`config.mk`:
```
export PLATFORM = sky130hd
export DESIGN_NAME = block_char_feeder
export DESIGN_NICKNAME = d
export VERILOG_FILES = /design/src/rtl/block_char_feeder.sv
export SDC_FILE = /design/constraint.sdc
export NUM_CORES = 1
export LEC_CHECK = 0
export CAP_MARGIN = 30
export CORE_MARGIN = 2
export CORE_UTILIZATION = 54
export DETAILED_ROUTE_END_ITERATION = 10
export HOLD_SLACK_MARGIN = 0.08
export PLACE_DENSITY = 0.86
export SETUP_SLACK_MARGIN = 0.1
export SYNTH_ARGS = -nofsm -noshare
export SYNTH_HDL_FRONTEND = slang
export SYNTH_SLANG_ARGS = --single-unit
```
`constraint.sdc`:
```
create_clock -name clk -period 4.1 [get_ports clk]
set_input_delay 1.025 -clock clk [delete_from_list [all_inputs] [get_ports clk]]
set_output_delay 1.025 -clock clk [all_outputs]
set_load 0.01 [all_outputs]
```
`src/rtl/block_char_feeder.sv`:
```
// rtl/block_char_feeder.sv - byte FIFO feeding the block checker one character per clock, releasing whole words only
module block_char_feeder #(
    parameter int DEPTH = 16,
    parameter int AW    = 4
) (
    input  logic        clk,
    input  logic        reset,
    input  logic        in_valid,
    input  logic [7:0]  in_data,
    output logic        in_ready,
    output logic [7:0]  out_char,
    output logic        out_valid,
    output logic [15:0] word_count,
    output logic        word_split
);

    typedef enum logic [1:0] {
        S_IDLE,
        S_RUN,
        S_FORCE
    } state_t;

    localparam logic [AW:0] FULL_CNT = (AW+1)'(DEPTH);
    localparam logic [AW:0] CNT_ONE  = (AW+1)'(1);
    localparam logic [AW:0] CNT_ZERO = '0;
    localparam logic [7:0]  FILLER   = 8'd32;

    logic [7:0]    mem [DEPTH];
    logic [AW-1:0] wr_ptr;
    logic [AW-1:0] rd_ptr;
    logic [AW:0]   count;
    logic [AW:0]   delim_cnt;
    state_t        state;
    state_t        state_nxt;
    logic          prev_letter;
    logic          push;
    logic          pop;
    logic          empty;
    logic          full;
    logic          split_evt;
    logic          in_letter;
    logic          head_letter;
    logic          push_delim;
    logic          pop_delim;
    logic [7:0]    head;

    assign empty       = (count == CNT_ZERO);
    assign full        = (count == FULL_CNT);
    assign in_ready    = !full;
    assign push        = in_valid && !full;
    assign head        = mem[rd_ptr];
    assign in_letter   = ((in_data >= 8'd65) && (in_data <= 8'd90)) ||
                         ((in_data >= 8'd97) && (in_data <= 8'd122));
    assign head_letter = ((head >= 8'd65) && (head <= 8'd90)) ||
                         ((head >= 8'd97) && (head <= 8'd122));
    assign push_delim  = push && !in_letter;
    assign pop_delim   = pop && !head_letter;

    // A word starts only when its delimiter is already buffered, or when it
    // has filled the FIFO and must be forced out.
    always_comb begin
        state_nxt = state;
        pop       = 1'b0;
        split_evt = 1'b0;
        case (state)
            S_IDLE: begin
                if (!empty && (delim_cnt != CNT_ZERO)) begin
                    pop       = 1'b1;
                    state_nxt = S_RUN;
                end else if (full) begin
                    pop       = 1'b1;
                    state_nxt = S_FORCE;
                end
            end
            S_RUN: begin
                pop = !empty;
            end
            S_FORCE: begin
                pop       = !empty;
                split_evt = empty;
            end
            default: state_nxt = S_IDLE;
        endcase
        if (pop && !head_letter) begin
            state_nxt = S_IDLE;
        end
    end

    always_ff @(posedge clk) begin
        if (push) begin
            mem[wr_ptr] <= in_data;
        end
    end

    always_ff @(posedge clk) begin
        if (reset) begin
            wr_ptr      <= '0;
            rd_ptr      <= '0;
            count       <= '0;
            delim_cnt   <= '0;
            state       <= S_IDLE;
            prev_letter <= 1'b0;
            out_char    <= FILLER;
            out_valid   <= 1'b0;
            word_count  <= '0;
            word_split  <= 1'b0;
        end else begin
            state <= state_nxt;
            if (push) begin
                wr_ptr <= wr_ptr + 1'b1;
            end
            if (pop) begin
                rd_ptr <= rd_ptr + 1'b1;
            end
            case ({push, pop})
                2'b10:   count <= count + CNT_ONE;
                2'b01:   count <= count - CNT_ONE;
                default: count <= count;
            endcase
            case ({push_delim, pop_delim})
                2'b10:   delim_cnt <= delim_cnt + CNT_ONE;
                2'b01:   delim_cnt <= delim_cnt - CNT_ONE;
                default: delim_cnt <= delim_cnt;
            endcase
            if (pop) begin
                out_char    <= head;
                out_valid   <= 1'b1;
                prev_letter <= head_letter;
                if (!head_letter && prev_letter) begin
                    word_count <= word_count + 16'd1;
                end
            end else begin
                out_char  <= FILLER;
                out_valid <= 1'b0;
            end
            if (split_evt) begin
                word_split <= 1'b1;
            end
        end
    end

endmodule

```
== Yosys cells after proc, flatten, opt, wreduce, memory -nomap -nowiden ==
Memory sizes are Yosys's and may differ from the RTL's. A register that Yosys moved wholly into a read port is not among the register bits.
Index checks and enable logic that the tools add are counted.

* Add/subtract/negate cells: 7
* Magnitude comparators: 8
* Eq/ne operators: 8
* Muxes and demuxes: 14
* Bitwise operators: 2
* Reduce and logical (&&, ||, !) cells: 25

{| class="wikitable"
|+ Operators by type and width
! cell !! count
|-
| $ge A8 B7 Y1 const B || 4
|-
| $le A8 B7 Y1 const B || 4
|-
| $pmux W5 S2 || 2
|-
| $add A16 B1 Y16 const B || 1
|-
| $add A5 B1 Y5 const B || 2
|-
| $sub A5 B1 Y5 const B || 2
|-
| $logic_and A1 B1 Y1 || 9
|-
| $add A4 B1 Y4 const B || 2
|-
| $mux W4 || 2
|-
| $eq A2 B1 Y1 const B || 3
|-
| $eq A2 B2 Y1 const B || 3
|-
| $mux W1 || 6
|-
| $reduce_or A2 Y1 || 3
|-
| $eq A5 B5 Y1 const B || 1
|-
| $logic_not A5 Y1 || 1
|-
| $reduce_bool A5 Y1 || 1
|-
| $logic_not A1 Y1 || 4
|-
| $mux W2 || 2
|-
| $pmux W2 S2 || 1
|-
| $reduce_and A2 Y1 || 2
|-
| $reduce_bool A2 Y1 || 2
|-
| $ne A3 B3 Y1 const B || 1
|-
| $logic_not A2 Y1 || 1
|-
| $logic_or A1 B1 Y1 || 2
|-
| 2 further kinds || 3
|}

* Bits in registers: 47
* Bits in writable memories: 128
* Input port bits: 11
* Output and inout bits: 27
* Word-level logic and storage cells: 75
* Memories kept: 1

{| class="wikitable"
|+ Memory list
! name !! words !! width !! rd ports !! clocked after Yosys merged registers in !! wr ports !! line !! text
|-
| mem || 16 || 8 || 1 || 1 || 1 || 28 || <nowiki>logic [7:0] mem [DEPTH];</nowiki>
|}

== Depth between registers and ports, before layout ==
Gate-level depths: netlist (run 1).

* Depth after elaboration: 8
* Depth in mapped cells: 19

== Worst setup path after synthesis (run 1) ==
OpenSTA, ideal clock, no wires.

* Path type: reg-to-reg
* From: register with a tool-made name
* To: register delim_cnt[4]
* Library setup time: 70 ps
* Arrival time: 3922 ps
* Required time: 4030 ps
* Slack: 108 ps
* Stages on the path, launching flop included: 19
* Cell sequence: dfxtp_1 -> buf_6 -> buf_6 -> buf_2 -> mux4_2 -> nand2_1 -> nand4_1 -> a21oi_1 -> o221a_4 -> buf_6 -> buf_2 -> nor2_1 -> ha_1 -> fa_1 -> a21o_1 -> a21oi_1 -> xor2_1 -> or3_1 -> a21oi_1

{| class="wikitable"
|+ RTL lines
! what !! line !! text
|-
| end signal, assigned || 121 || <nowiki>2'b10: delim_cnt <= delim_cnt + CNT_ONE;</nowiki>
|-
| end signal, assigned || 122 || <nowiki>2'b01: delim_cnt <= delim_cnt - CNT_ONE;</nowiki>
|-
| end signal, assigned || 123 || <nowiki>default: delim_cnt <= delim_cnt;</nowiki>
|-
| end, declared || 32 || <nowiki>logic [AW:0] delim_cnt;</nowiki>
|}

==> impl_metrics.json, run 1 <==
{
  "final_area_um2": 8761,
  "avgRoutedWirePerCell_um": 22.22,
  "dieArea_um2": 14720,
  "hold_buffers": 0,
  "rsz0062_at_grt": "no",
  "gr-total-overflow": 0,
  "setup_viol": 0,
  "reg2reg_depth": 14,
  "dieHeight_um": 121.3,
  "synth_common_cells": "edfxtp_1 (128), dfxtp_1 (51), nor2_1 (46)",
  "numCtsBuffers": 17,
  "ir_worst_vdd_uv": 380.2,
  "finalHoldViolations": 0,
  "postPlaceCellArea_um2": 8100,
  "synth.area.top_cells": "edfxtp_1 (52%), dfxtp_1 (14%), mux4_2 (11%)",
  "power_mw": 5.532,
  "ys_ff_latch": 179,
  "fin_ws_ns": 0.2621,
  "drv_cap": 0,
  "clock_power_share_pct": 28.7,
  "outcome": "finished, final reports clean",
  "comb_power_share_pct": 32.2,
  "yosysSeqAreaShare_pct": 65.45,
  "insertion_delay_ns": 0.43,
  "grt_start_max_net_pins": 33,
  "grt_pass1_vias": 4533,
  "core_um2": 13350,
  "synth_warnings": 0,
  "worst_pin_slew_ns": 0.9337,
  "finalCritPeriodShare_pct": 93.61,
  "cts_tree": "done",
  "cts.reportedPaths.clkPinSlew_ns": 0.07,
  "crit_type": "register to register",
  "end_kind": "register",
  "num_vias": 4631,
  "syn_area_per_cell_um2": 15.08,
  "crit_path_start_kind": "register",
  "drt.antenna.violating_nets": 0,
  "syn-num-nets": 523,
  "grt_pass1_wl_um": 25210,
  "diodes": 0,
  "fin_util_pct": 65.64,
  "routabilityCongestion": 0.8020,
  "ctsHtreeMaxLevel": 4,
  "p_leak_nw": 2.986,
  "hp-class": "register to register",
  "firstDrtPassIters": 5,
  "fp.dieW_um": 121.3,
  "yosysTopAreaCell": "edfxtp_1",
  "synth-edff-count": 128,
  "fmax_mhz": 260.6,
  "path_cells": "buf_12 -> buf_6 -> mux4_2 -> a221oi_4 -> or2_2 -> o221a_4 -> nor2_2 -> ha_2 -> fa_1 -> a21o_1 -> a21oi_1 -> xor2_1 -> or3_1 -> a21oi_1",
  "power_frac_seq_pct": 39.2,
  "yosysMostFrequentCell": "edfxtp_1",
  "crit_end": "delim_cnt[4]",
  "swShare_pct": 31.69,
  "cp.required_ns": 4.44,
  "cts_max_path_buffers": 2,
  "fin_crit_ns": 3.838,
  "final_max_slew_viol_count": 0,
  "r2r_slack_ns": 0.26,
  "slew_headroom_pct": 37.52,
  "core.rowCount": 42,
  "r2r_end": "delim_cnt[4]",
  "synth_cell_types": 46,
  "wl_um": 16420,
  "switching_power_mw": 1.753,
  "dp_hpwl_um": 10090,
  "final_nets": 580,
  "worstHoldStart": "word_split",
  "finalSetupTns_ns": 0,
  "drc": 0,
  "critPathArrivalTime_ns": 4.18,
  "grtUsageTotal_pct": 23.21,
  "layout-drive-gt1-share_pct": 18.47,
  "synth-async-reset-ratio_pct": 0,
  "start_util_pct": 55.68,
  "root_buffer": "clkbuf_16",
  "synth_area_um2": 7432,
  "critPathMaxFanout": 13,
  "drt_iter0_drc": 547,
  "post_drt_via_cell_ratio": 6.267,
  "ioPinCount": 38,
  "max_stage_delay_ns": 0.55,
  "synth_top_cell_area_share_pct": 51.72,
  "synth_ff_type": "edfxtp_1",
  "crit_slowest_cell": "mux4_2",
  "skew_ns": 0.009707,
  "synth_cells": 493,
  "p_per_area_nw_per_um2": 631.5,
  "place_ws_ns": 0.08208,
  "antenna_found_initial": 0,
  "cpMostUsedCell": "a21oi_1",
  "p_int_mw": 3.779,
  "cts.sinks": 179,
  "whs_path_depth": 2,
  "place.port_buffers": 37,
  "area_delta_synth_final_pct": 17.88
}
[power by group through the flow]
| stage | clock network (mW) | logic, mW | registers (mW) |
|---|---|---|---|
| floorplan | 0 | 1.19 | 2.20 |
| global placement | 0 | 1.58 | 2.19 |
| detailed placement | 0 | 1.66 | 2.20 |
| CTS | 1.59 | 1.72 | 2.16 |
| global route | 1.67 | 1.94 | 2.18 |
| finish | 1.59 | 1.78 | 2.17 |
[cell type report]
cell class	instances	area, um2
Sequential cell	179	4866
Timing Repair Buffer	61	596.8
Inverter	17	63.81
Fill cell	852	4587
Multi-Input combinational cell	274	2424
Clock inverter	10	85.08
Tap cell	176	220.2
Clock buffer	22	505.5
[state kept, by name (all words and copies together) (netlist names), named ones only]
| name | cells |
|---|---|
| prev_letter | 1 |
| out_char | 8 |
| state | 2 |
| word_count | 16 |
| wr_ptr | 4 |
| rd_ptr | 4 |
| word_split | 1 |
| out_valid | 1 |
| count | 5 |
| delim_cnt | 5 |
| mem | 128 |
[cells by family (layout without fill, tap and decap cells)]
group / after synthesis / in the layout / synth area share (%)
simple gates: 130 / 130 / 9.024
fa+ha+maj: 19 / 19 / 3.401
buf+inv: 40 / 110 / 2.391
compound gates: 71 / 71 / 6.599
flops: 179 / 179 / 65.45
xor+xnor: 14 / 14 / 1.650
mux: 40 / 40 / 11.48
[layout by cell type, fill, tap and decap left out, types with 3 or more instances in the layout]
| cell type | n |
|---|---|
| edfxtp_1 | 128 |
| dfxtp_1 | 50 |
| nor2_1 | 45 |
| clkdlybuf4s50_1 | 37 |
| mux4_2 | 36 |
| a21oi_1 | 31 |
| buf_4 | 20 |
| nand2_1 | 19 |
| clkbuf_16 | 19 |
| inv_1 | 17 |
| ha_1 | 16 |
| or4_1 | 11 |
| o31ai_1 | 10 |
| xor2_1 | 10 |
| nand3_1 | 8 |
| and2_1 | 7 |
| nand4_1 | 7 |
| nor3_1 | 6 |
| nor2b_1 | 5 |
| a21o_1 | 5 |
| and4_1 | 4 |
| nand2b_1 | 4 |
| xnor2_1 | 4 |
| or3_1 | 4 |
| clkbuf_8 | 4 |
| o21ai_0 | 3 |
| and3_1 | 3 |
| a41o_1 | 3 |
| o2111ai_1 | 3 |
| inv_8 | 3 |
[per-layer routing]
metal | vias to the layer above | routed length (um) | track usage (%)
met5 | - | 0 | 0
met4 | 0 | 348 | 7.759
met3 | 26 | 1379 | 4.840
met2 | 248 | 8375 | 39.36
met1 | 2331 | 6313 | 29.99
li1 | 2026 | - | -
[critical path, delay by kind of cell, from the launching register on]
kind / cells / cell delay, ns
compound gates: 5 / 1.10
xor+xnor: 1 / 0.10
fa+ha+maj: 2 / 0.64
buf+inv: 2 / 0.37
flops: 1 / 0.41
mux: 1 / 0.55
simple gates: 3 / 0.56
[what timing repair did]
item / 4_1_cts / 5_1_grt
pin swaps: 0 / 1
setup endpoints to repair: 1 / 2
setup buffers: 0 / 1
resized for setup: 2 / 5
hold endpoints to repair: 0 / 0
cloned: 0 / 1
[per-stage QoR]
| step | std cells | hold WS (ns) |
|---|---|---|
| after floorplan | 493 | 0.4515 |
| after global placement | 705 | 0.4649 |
| after detailed placement | 705 | 0.4634 |
| after CTS | 737 | 0.4892 |
| after global routing | 739 | 0.5252 |
| final | 739 | 0.4774 |
[worst min-delay path by stage]
| stage | slack, ns | to |
|---|---|---|
| finish | 0.48 | word_split |
| global route | 0.53 | word_split |
| CTS | 0.49 | word_split |
| detailed placement | 0.46 | word_split |
| global placement | 0.46 | word_split |
| floorplan | 0.45 | prev_letter |
Note: power is estimated with default switching activity, not from simulation.
==> run 2, diff against run 1 <==
--- a/config.mk
+++ b/config.mk
@@ -6,7 +6,7 @@
 export NUM_CORES = 1
 export LEC_CHECK = 0
 export CAP_MARGIN = 30
-export CORE_MARGIN = 2
+export CORE_MARGIN = 4
 export CORE_UTILIZATION = 54
 export DETAILED_ROUTE_END_ITERATION = 10
 export HOLD_SLACK_MARGIN = 0.08
==> impl_metrics.json, run 2 (synthesis results as in run 1) <==
{
  "outcome": "finished, final reports clean",
  "hold_buffers": 0,
  "slew_headroom_pct": 39.61,
  "drc": 0,
  "core.rowCount": 42,
  "path_cells": "buf_12 -> mux4_2 -> mux4_2 -> nor2b_1 -> o221a_4 -> nor2_2 -> ha_2 -> fa_1 -> a21o_1 -> a21oi_2 -> xor2_1 -> or3_1 -> a21oi_1",
  "dieArea_um2": 15700,
  "r2r_slack_ns": 0.21,
  "r2r_end": "delim_cnt[4]",
  "setup_viol": 0,
  "p_leak_nw": 3.014,
  "cts_max_path_buffers": 2,
  "grt.busiest_layer": "met2",
  "place_ws_ns": 0.04699,
  "finalHoldViolations": 0,
  "use_met1_pct": 28.53,
  "gr-total-overflow": 0,
  "drt_iter0_drc": 590,
  "mostFrequentLayoutCells": "edfxtp_1 (128), dfxtp_1 (50), nor2_1 (45), clkdlybuf4s50_1 (37), mux4_2 (36)",
  "grtUsageTotal_pct": 22.64,
  "cts.reportedPaths.clkPinSlew_ns": 0.07,
  "switching_power_mw": 1.741,
  "crit_path_start_kind": "register",
  "top_register": "mem",
  "clock_power_share_pct": 29.6,
  "final_nets": 586,
  "core_um2": 13350,
  "insertion_delay_ns": 0.42,
  "reg2reg_depth": 13,
  "whs_path_depth": 2,
  "power_frac_seq_pct": 38.7,
  "largest_register_ffs": 128,
  "grt_pass1_wl_um": 26900,
  "crit_family": "multiplexers",
  "dieHeight_um": 125.3,
  "fin_crit_ns": 3.888,
  "worstHoldStart": "word_split",
  "crit_type": "register to register",
  "grt_use_met2_pct": 37.55,
  "p_int_mw": 3.864,
  "hp-class": "register to register",
  "worst_pin_slew_ns": 0.9025,
  "holdPathEnd": "word_split",
  "cts.sinks": 179,
  "finalCritPeriodShare_pct": 94.83,
  "fp.dieW_um": 125.3,
  "num_vias": 4598,
  "layout-drive-gt1-share_pct": 18.80,
  "cts_tree": "done",
  "ioPinCount": 38,
  "drv_cap": 0,
  "cp.required_ns": 4.45,
  "critPathArrivalTime_ns": 4.24,
  "p_per_area_nw_per_um2": 636.5,
  "grtUsageMet3_pct": 6.354,
  "fmax_mhz": 257.2,
  "firstDrtPassIters": 5,
  "grt_start_max_net_pins": 40,
  "fin_ws_ns": 0.2120,
  "antenna_found_initial": 0,
  "ir_worst_vdd_uv": 305.0,
  "root_buffer": "clkbuf_16",
  "top_regs": "mem: 128 flops, word_count: 16 flops, out_char: 8 flops",
  "ctsHtreeMaxLevel": 4,
  "end_kind": "register",
  "avgRoutedWirePerCell_um": 22.95,
  "finalSetupTns_ns": 0,
  "drt.antenna.violating_nets": 0,
  "wl_um": 17100,
  "area_delta_synth_final_pct": 18.48,
  "final_common_cell": "edfxtp_1",
  "diodes": 0,
  "rsz0062_at_grt": "no",
  "place.port_buffers": 37,
  "routabilityCongestion": 0.8151,
  "grt_pass1_vias": 4710,
  "post_drt_via_cell_ratio": 6.172,
  "skew_ns": 0.009548,
  "numCtsBuffers": 17,
  "comb_power_share_pct": 31.7,
  "swShare_pct": 31.06,
  "crit_slowest_cell": "mux4_2",
  "dp_hpwl_um": 10500,
  "crit_buf_inv": 1,
  "start_util_pct": 55.68,
  "max_stage_delay_ns": 0.57,
  "critPathMaxFanout": 13,
  "final_max_slew_viol_count": 0,
  "cpMostUsedCell": "mux4_2"
}
run 2: routing by layer:
metal | share of wire (%) | up-vias
met3 | 8.7 | 38
met1 | 38 | 2280
met5 | 0 | -
li1 | - | 2034
met4 | 2.6 | 0
met2 | 51 | 246
run 2: worst reg2reg max path: stages (launching register included):
cell     delay [ns]
dfxtp_4        0.40
buf_12         0.18
mux4_2         0.58
mux4_2         0.50
nor2b_1        0.29
o221a_4        0.26
nor2_2         0.04
ha_2           0.22
fa_1           0.42
a21o_1         0.21
a21oi_2        0.14
xor2_1         0.10
or3_1          0.34
a21oi_1        0.15
run 2: worst max path at each step:
stage / startpoint / depth (start not counted) / end
global placement: in_data[2] / 11 / delim_cnt[4]
finish: register / 13 / delim_cnt[4]
detailed placement: in_data[2] / 11 / delim_cnt[4]
floorplan: register / 18 / delim_cnt[4]
CTS: register / 13 / delim_cnt[4]
global route: register / 13 / delim_cnt[4]
run 2: final cells by class:
| class | count | area (um2) |
|---|---|---|
| Sequential cell | 179 | 4868 |
| Tap cell | 176 | 220.2 |
| Inverter | 17 | 63.81 |
| Clock inverter | 12 | 155.1 |
| Fill cell | 871 | 4542 |
| Timing Repair Buffer | 67 | 638.1 |
| Clock buffer | 20 | 446.7 |
| Multi-Input combinational cell | 274 | 2414 |
run 2: power by group through the flow:
| stage | Sequential, mW | Clock, mW | Combinational [mW] |
|---|---|---|---|
| finish | 2.17 | 1.66 | 1.78 |
| global route | 2.18 | 1.75 | 1.93 |
| CTS | 2.16 | 1.66 | 1.72 |
| detailed placement | 2.20 | 0 | 1.68 |
| global placement | 2.19 | 0 | 1.59 |
| floorplan | 2.20 | 0 | 1.19 |
run 2: through the flow:
| stage | instance area [um2] | hold slack [ns] | util [%] | power, mW | std cells |
|---|---|---|---|---|---|
| after floorplan | 7432 | 0.4515 | - | 3.386 | 493 |
| after global placement | 8145 | 0.4681 | 61.02 | 3.773 | 711 |
| after detailed placement | 8145 | 0.4714 | 61.02 | 3.876 | 711 |
| after CTS | 8758 | 0.4914 | 65.62 | 5.541 | 743 |
| after global routing | 8806 | 0.5219 | 65.97 | 5.857 | 745 |
| final | 8806 | 0.4893 | 65.97 | 5.605 | 745 |
run 2: timing repair:
| action | CTS | global route |
|---|---|---|
| setup buffers | 0 | 1 |
| resized for setup | 1 | 5 |
| endpoints found under the setup margin | 1 | 2 |
| gates cloned | 0 | 1 |
